File: src/rtl/fifo.sv
// Synchronous first-word-fall-through FIFO with valid/ready handshakes on both sides.
// Writes are steered into one slot through a write-enable demux.
// The head slot is selected onto `out` through a read mux.
// Storage is not reset. Only the pointers and the occupancy count are.
module fifo #(
    parameter int WIDTH = 16,
    parameter int DEPTH = 8
) (
    input  logic                     clk,
    input  logic                     reset_n,
    input  logic [WIDTH-1:0]         in,
    input  logic                     in_valid,
    output logic                     in_ready,
    output logic [WIDTH-1:0]         out,
    output logic                     out_valid,
    input  logic                     out_ready,
    output logic [$clog2(DEPTH):0]   count
);

    localparam int PTR_W = $clog2(DEPTH);
    localparam logic [PTR_W:0] DEPTH_CNT = (PTR_W + 1)'(DEPTH);

    logic [PTR_W-1:0] wr_ptr_q, wr_ptr_d;
    logic [PTR_W-1:0] rd_ptr_q, rd_ptr_d;
    logic [PTR_W:0]   count_q, count_d;

    logic [WIDTH-1:0] storage_q [DEPTH];
    logic [DEPTH-1:0] slot_we;
    logic [WIDTH-1:0] head_data;

    logic full;
    logic empty;
    logic wr_en;
    logic rd_en;

    // Handshake status is derived from the stored count only, so ready/valid never loop through the peer.
    always_comb begin
        full      = (count_q == DEPTH_CNT);
        empty     = (count_q == '0);
        in_ready  = !full;
        out_valid = !empty;
        wr_en     = in_valid && in_ready;
        rd_en     = out_valid && out_ready;
    end

    // Next pointer and occupancy values.
    // Power-of-two depth lets the pointers wrap naturally.
    always_comb begin
        wr_ptr_d = wr_ptr_q;
        rd_ptr_d = rd_ptr_q;
        count_d  = count_q;
        if (wr_en) begin
            wr_ptr_d = wr_ptr_q + PTR_W'(1);
        end
        if (rd_en) begin
            rd_ptr_d = rd_ptr_q + PTR_W'(1);
        end
        case ({wr_en, rd_en})
            2'b10:   count_d = count_q + (PTR_W + 1)'(1);
            2'b01:   count_d = count_q - (PTR_W + 1)'(1);
            default: count_d = count_q;
        endcase
    end

    // Pointer and count registers.
    // Reset discards every queued word immediately, without waiting for a clock edge.
    always_ff @(posedge clk or negedge reset_n) begin
        if (!reset_n) begin
            wr_ptr_q <= '0;
            rd_ptr_q <= '0;
            count_q  <= '0;
        end else begin
            wr_ptr_q <= wr_ptr_d;
            rd_ptr_q <= rd_ptr_d;
            count_q  <= count_d;
        end
    end

    // Write demux: exactly one slot enable is raised on an accepted write.
    always_comb begin
        slot_we = '0;
        for (int i = 0; i < DEPTH; i++) begin
            if (wr_en && (wr_ptr_q == PTR_W'(i))) begin
                slot_we[i] = 1'b1;
            end
        end
    end

    // Storage slots capture `in` only when their enable is raised.
    // They are deliberately left unreset.
    always_ff @(posedge clk) begin
        for (int i = 0; i < DEPTH; i++) begin
            if (slot_we[i]) begin
                storage_q[i] <= in;
            end
        end
    end

    // Read mux picks the head slot.
    // The output is forced to zero while empty, so stale or unknown storage never leaks out.
    always_comb begin
        head_data = '0;
        for (int i = 0; i < DEPTH; i++) begin
            if (rd_ptr_q == PTR_W'(i)) begin
                head_data = storage_q[i];
            end
        end
        out   = out_valid ? head_data : '0;
        count = count_q;
    end

endmodule

File: config.mk
export PLATFORM = sky130hd
export DESIGN_NAME = fifo
export DESIGN_NICKNAME = d
export VERILOG_FILES = /design/src/rtl/fifo.sv
export SDC_FILE = /design/constraint.sdc
export NUM_CORES = 1
export LEC_CHECK = 0
export CAP_MARGIN = 10
export CELL_PAD_IN_SITES_DETAIL_PLACEMENT = 1
export CELL_PAD_IN_SITES_GLOBAL_PLACEMENT = 2
export CORE_MARGIN = 5
export CORE_UTILIZATION = 45
export DETAILED_ROUTE_END_ITERATION = 12
export GPL_ROUTABILITY_DRIVEN = 0
export PLACE_DENSITY_LB_ADDON = 0.1
export SYNTH_ARGS = -nofsm -noshare
export SYNTH_HDL_FRONTEND = slang
export SYNTH_SLANG_ARGS = --single-unit
File: constraint.sdc
create_clock -name clk -period 5.05 [get_ports clk]
set_input_delay 0.7575 -clock clk [delete_from_list [all_inputs] [get_ports clk]]
set_output_delay 0.7575 -clock clk [all_outputs]
set_load 0.01 [all_outputs]
==> results.md <==
- Following the worst setup path forward leads to its endpoint at out[14].
- The global-route wire length before repair is 23500 um.
- The share of total power dissipated in sequential elements is 0.336.
- The flow ran to the end, and the final reports show no timing, DRC or antenna violations.
- The number of global-route vias before repair was 4130.
- The buffering stage count on the worst path with inverters included is 2.
- The number of max-cap violations is 0.
- The average instance in the mapped netlist occupies around 14 um^2.
- The minimum setup slack among reg-to-reg paths is 1.70 ns.
- The post-synthesis sequential area ratio is 0.669.
- The switching power is between 1500 and 2000 uW.
- Among all flip-flop cells after synthesis, the most frequent one is edfxtp_1.
- In this run the remaining antenna-violating nets after routing total 0.
- The share of total power dissipated in the clock network is 0.263.
- Wires add up to 15000 um.
- The die width is 127 um.
- Clock-pin slew was measured on the worst setup and hold paths at 0.06 ns.
- Cell internal power was estimated by the tool at 3070 uW.
- The count of warnings emitted by yosys is 0.
- The number of fill cells in the layout is 1282.
- Setup total negative slack on the finished layout was measured at 0 ns.
- The clock arrives with 0.00921 ns of skew.
- The initial cell density of the core is 0.460.
- In this run the worst setup path begins at rd_ptr_q[2].
- The portion of total power attributed to combinational logic is 0.401.
- TritonCTS built the clock tree.
- The number of antenna violations at the first check in global routing is 0.
- The detailed-router iteration count before antenna repair is 4.
- The region available for standard cell placement spans between 0.01 and 0.015 mm^2.
- The peak supply drop is 0.333 mV.
- For this run, the total global-route usage over all layers was measured as 0.194.
- In the layout the commonest cells are edfxtp_1, clkdlybuf4s50_1, inv_1.
- The half-perimeter wire length after detailed placement is 8780 um.
- The clock insertion delay at the later pin of the skew report is between 0.4 and 0.5 ns.
- The kind of cell with the highest combined delay along the critical path is flip-flops.
- The tightest slew margin relative to the limit is 0.355.
- After synthesis the netlist holds a flip-flop and latch count of 138.
- Counting cells, the worst reg-to-reg path comes to 7.
- The timing-limited maximum frequency is 0.224 GHz.
- The die covers ~0.016 mm^2.
- The type of the tightest min-delay check is reg2reg.
- The largest individual stage delay along the critical path comes from the cell dfrtp_1.
- The area overhead of the layout relative to synthesis is 18.2%.
- The number of distinct library cells after synthesis is 38.
- For this run, design rule violations remaining after detail routing come to 0.
- The count of clock tree sinks is 138.
- For this design the top-level I/O count stands at between 40 and 50.
- The number of clock buffers inserted by TritonCTS is 17.
- Along the worst path, the maximum fanout reaches 22.
- In this run the vertical extent of the chip is 127 um.
- The sequential cell area is 0.00409 mm^2.
- The pin slew with the least headroom to its limit is roughly 0.95 ns.
- The analysis attributes to cell leakage a power of roughly 0.0025 uW.
- Synthesis produced 435 cells.
- The detailed router's first-iteration violation count is between 200 and 250.
- The proportion of register bits with asynchronous set or reset after synthesis is 0.0725.
- The H-tree level count is 4.
- The total overflow left after global routing is 0.
- Entering global routing, the biggest net connects 48 pins.
- The share of layout cells above drive strength 1 is 0.100.
- Of the total power, the share spent switching nets is 0.343.
- The post-synthesis instance area is 0.00612 mm^2.
- The worst setup path is captured at an output port.
- In this run the critical register-to-register path is launched from count[0].
- The number of antenna diodes in the final layout is 0.
- Dividing the detail-routed wire length by the instance count gives 22.9 um.
- Counting buffers and inverters, the worst setup path is 6 cells deep.
- The maximum buffer depth of the clock tree is 2.
- The data arrival at the endpoint of the critical path is 3.70 ns.
- For this design the ratio of total power to cell area is between 600 and 700 mW/mm^2.
- The number of post-CTS setup repair buffers is 0.
- The final critical delay including setup and external delays is 4.46 ns.
- The biggest cell delay along the critical path is 0.79 ns.
- In this run the core area contains between 40 and 50 standard-cell rows.
- The net count of the finished layout is 501.
- The buffer cell driving the clock tree root is clkbuf_16.
- Setup repair after global routing left no endpoint under its margin.
- The post-cts sizing count is 0.
- The number of port buffers is a little over 40.
- The class of the most critical setup path is reg2out.
- The signal on the critical path passes through inv_1, ha_1, or2_1, a221o_1, a211oi_1, clkdlybuf4s50_1.
- The power after layout is 4670 uW.
- The worst setup path is launched from a flip-flop.
- The commonest non-fill, non-tap cell in the layout is edfxtp_1.
- The number of flops mapped to enable cells by yosys is 128.
- The final cycle utilization of the critical path is 0.883.
- The total area of multi-input combinational cells is 0.00176 mm^2.
- The number of setup violations in the final report is 0.
- The number of nets in the synthesized netlist is 471.
- STA puts the critical path data required time at roughly 4.3 ns.
- The final number of hold-violating endpoints was 0.
- The number of hold buffers added after CTS was 0.
- The max-slew violation count is 0.
- The endpoint identified for the worst register-to-register timing path is count[3].
- Summing over every cut layer, the via total after detailed routing is between 3k and 4k.
- The via count normalized by instance count is 5.89.
final cells by class:
type,count,area share
flip-flops and latches,138,0.566
well taps,176,0.0305
multi-input cells,233,0.244
inverters,29,0.0151
clock buffers,20,0.0604
clock inverters,12,0.0206
repair buffers,46,0.0637
synth_stat cells, types with 2 or more instances:
cell type	instances	area, um^2
o311a_1	16	160
a221o_1	16	160
a32o_1	16	160
a21oi_1	18	90.1
nor2b_1	17	106
xnor2_1	3	26.3
edfxtp_1	128	3840
clkbuf_1	23	86.3
a211oi_1	16	120
nand2_1	19	71.3
ha_1	15	188
buf_2	9	45.0
buf_6	2	22.5
dfrtp_1	10	250
nand3b_1	16	120
nor3_1	16	80.1
o21ai_0	19	95.1
inv_1	29	109
nor3b_1	19	143
nand3_1	3	15.0
and3_2	8	60.1
metal layers:
metal	vias to the layer above	wire length [um]	global-route usage
li1	1762	-	-
met1	2004	6610	0.256
met2	74	7740	0.325
met3	11	550	0.0475
met4	0	107	0.0479
met5	-	0	0
power by group through the flow:
stage                     logic [uW]  clock network, uW  registers [uW]
after detailed placement        1890                  0            1590
after global placement          1850                  0            1580
after CTS                       1910               1250            1570
after floorplan                 1140                  0            1550
final                           1870               1230            1570
after global routing            2030               1310            1590
registers in the layout (all words and copies together) (netlist names):
name / count
count: 4
rd_ptr_q: 3
storage_q: 128
wr_ptr_q: 3
cells by family after synthesis:
| family | after synthesis | synth area share |
|---|---|---|
| AO/OA/AOI/OAI | 107 | 0.136 |
| XOR/XNOR | 4 | 0.00573 |
| adder cells (fa/ha/maj) | 16 | 0.0339 |
| buffers and inverters | 64 | 0.0438 |
| flip-flops | 138 | 0.669 |
| multiplexers | 3 | 0.00593 |
| AND/OR/NAND/NOR | 103 | 0.105 |
how the worst min path moves through the flow:
stage	start	endpoint	slack (ns)	cells after the start
6_report	rd_ptr_q[0]	rd_ptr_q[0]	0.55	1
5_1_grt	rd_ptr_q[0]	rd_ptr_q[0]	0.58	1
4_1_cts	rd_ptr_q[0]	rd_ptr_q[0]	0.56	1
3_5_place_dp	rd_ptr_q[0]	rd_ptr_q[0]	0.54	1
3_3_place_gp	rd_ptr_q[0]	rd_ptr_q[0]	0.54	1
2_1_floorplan	reset_n	count[0]	0.46	0
through the flow:
stage | utilization | instance area (um^2) | setup slack [ns] | std cells | hold slack [ns]
global route | 0.544 | 7230 | 0.339 | 654 | 0.580
global placement | 0.500 | 6650 | 1.05 | 622 | 0.537
finish | 0.544 | 7230 | 0.592 | 654 | 0.555
CTS | 0.544 | 7230 | 0.514 | 654 | 0.556
detailed placement | 0.500 | 6650 | 0.960 | 622 | 0.541
floorplan | - | 6120 | 1.97 | 435 | 0.462
Power figures use the tool's default switching activity.
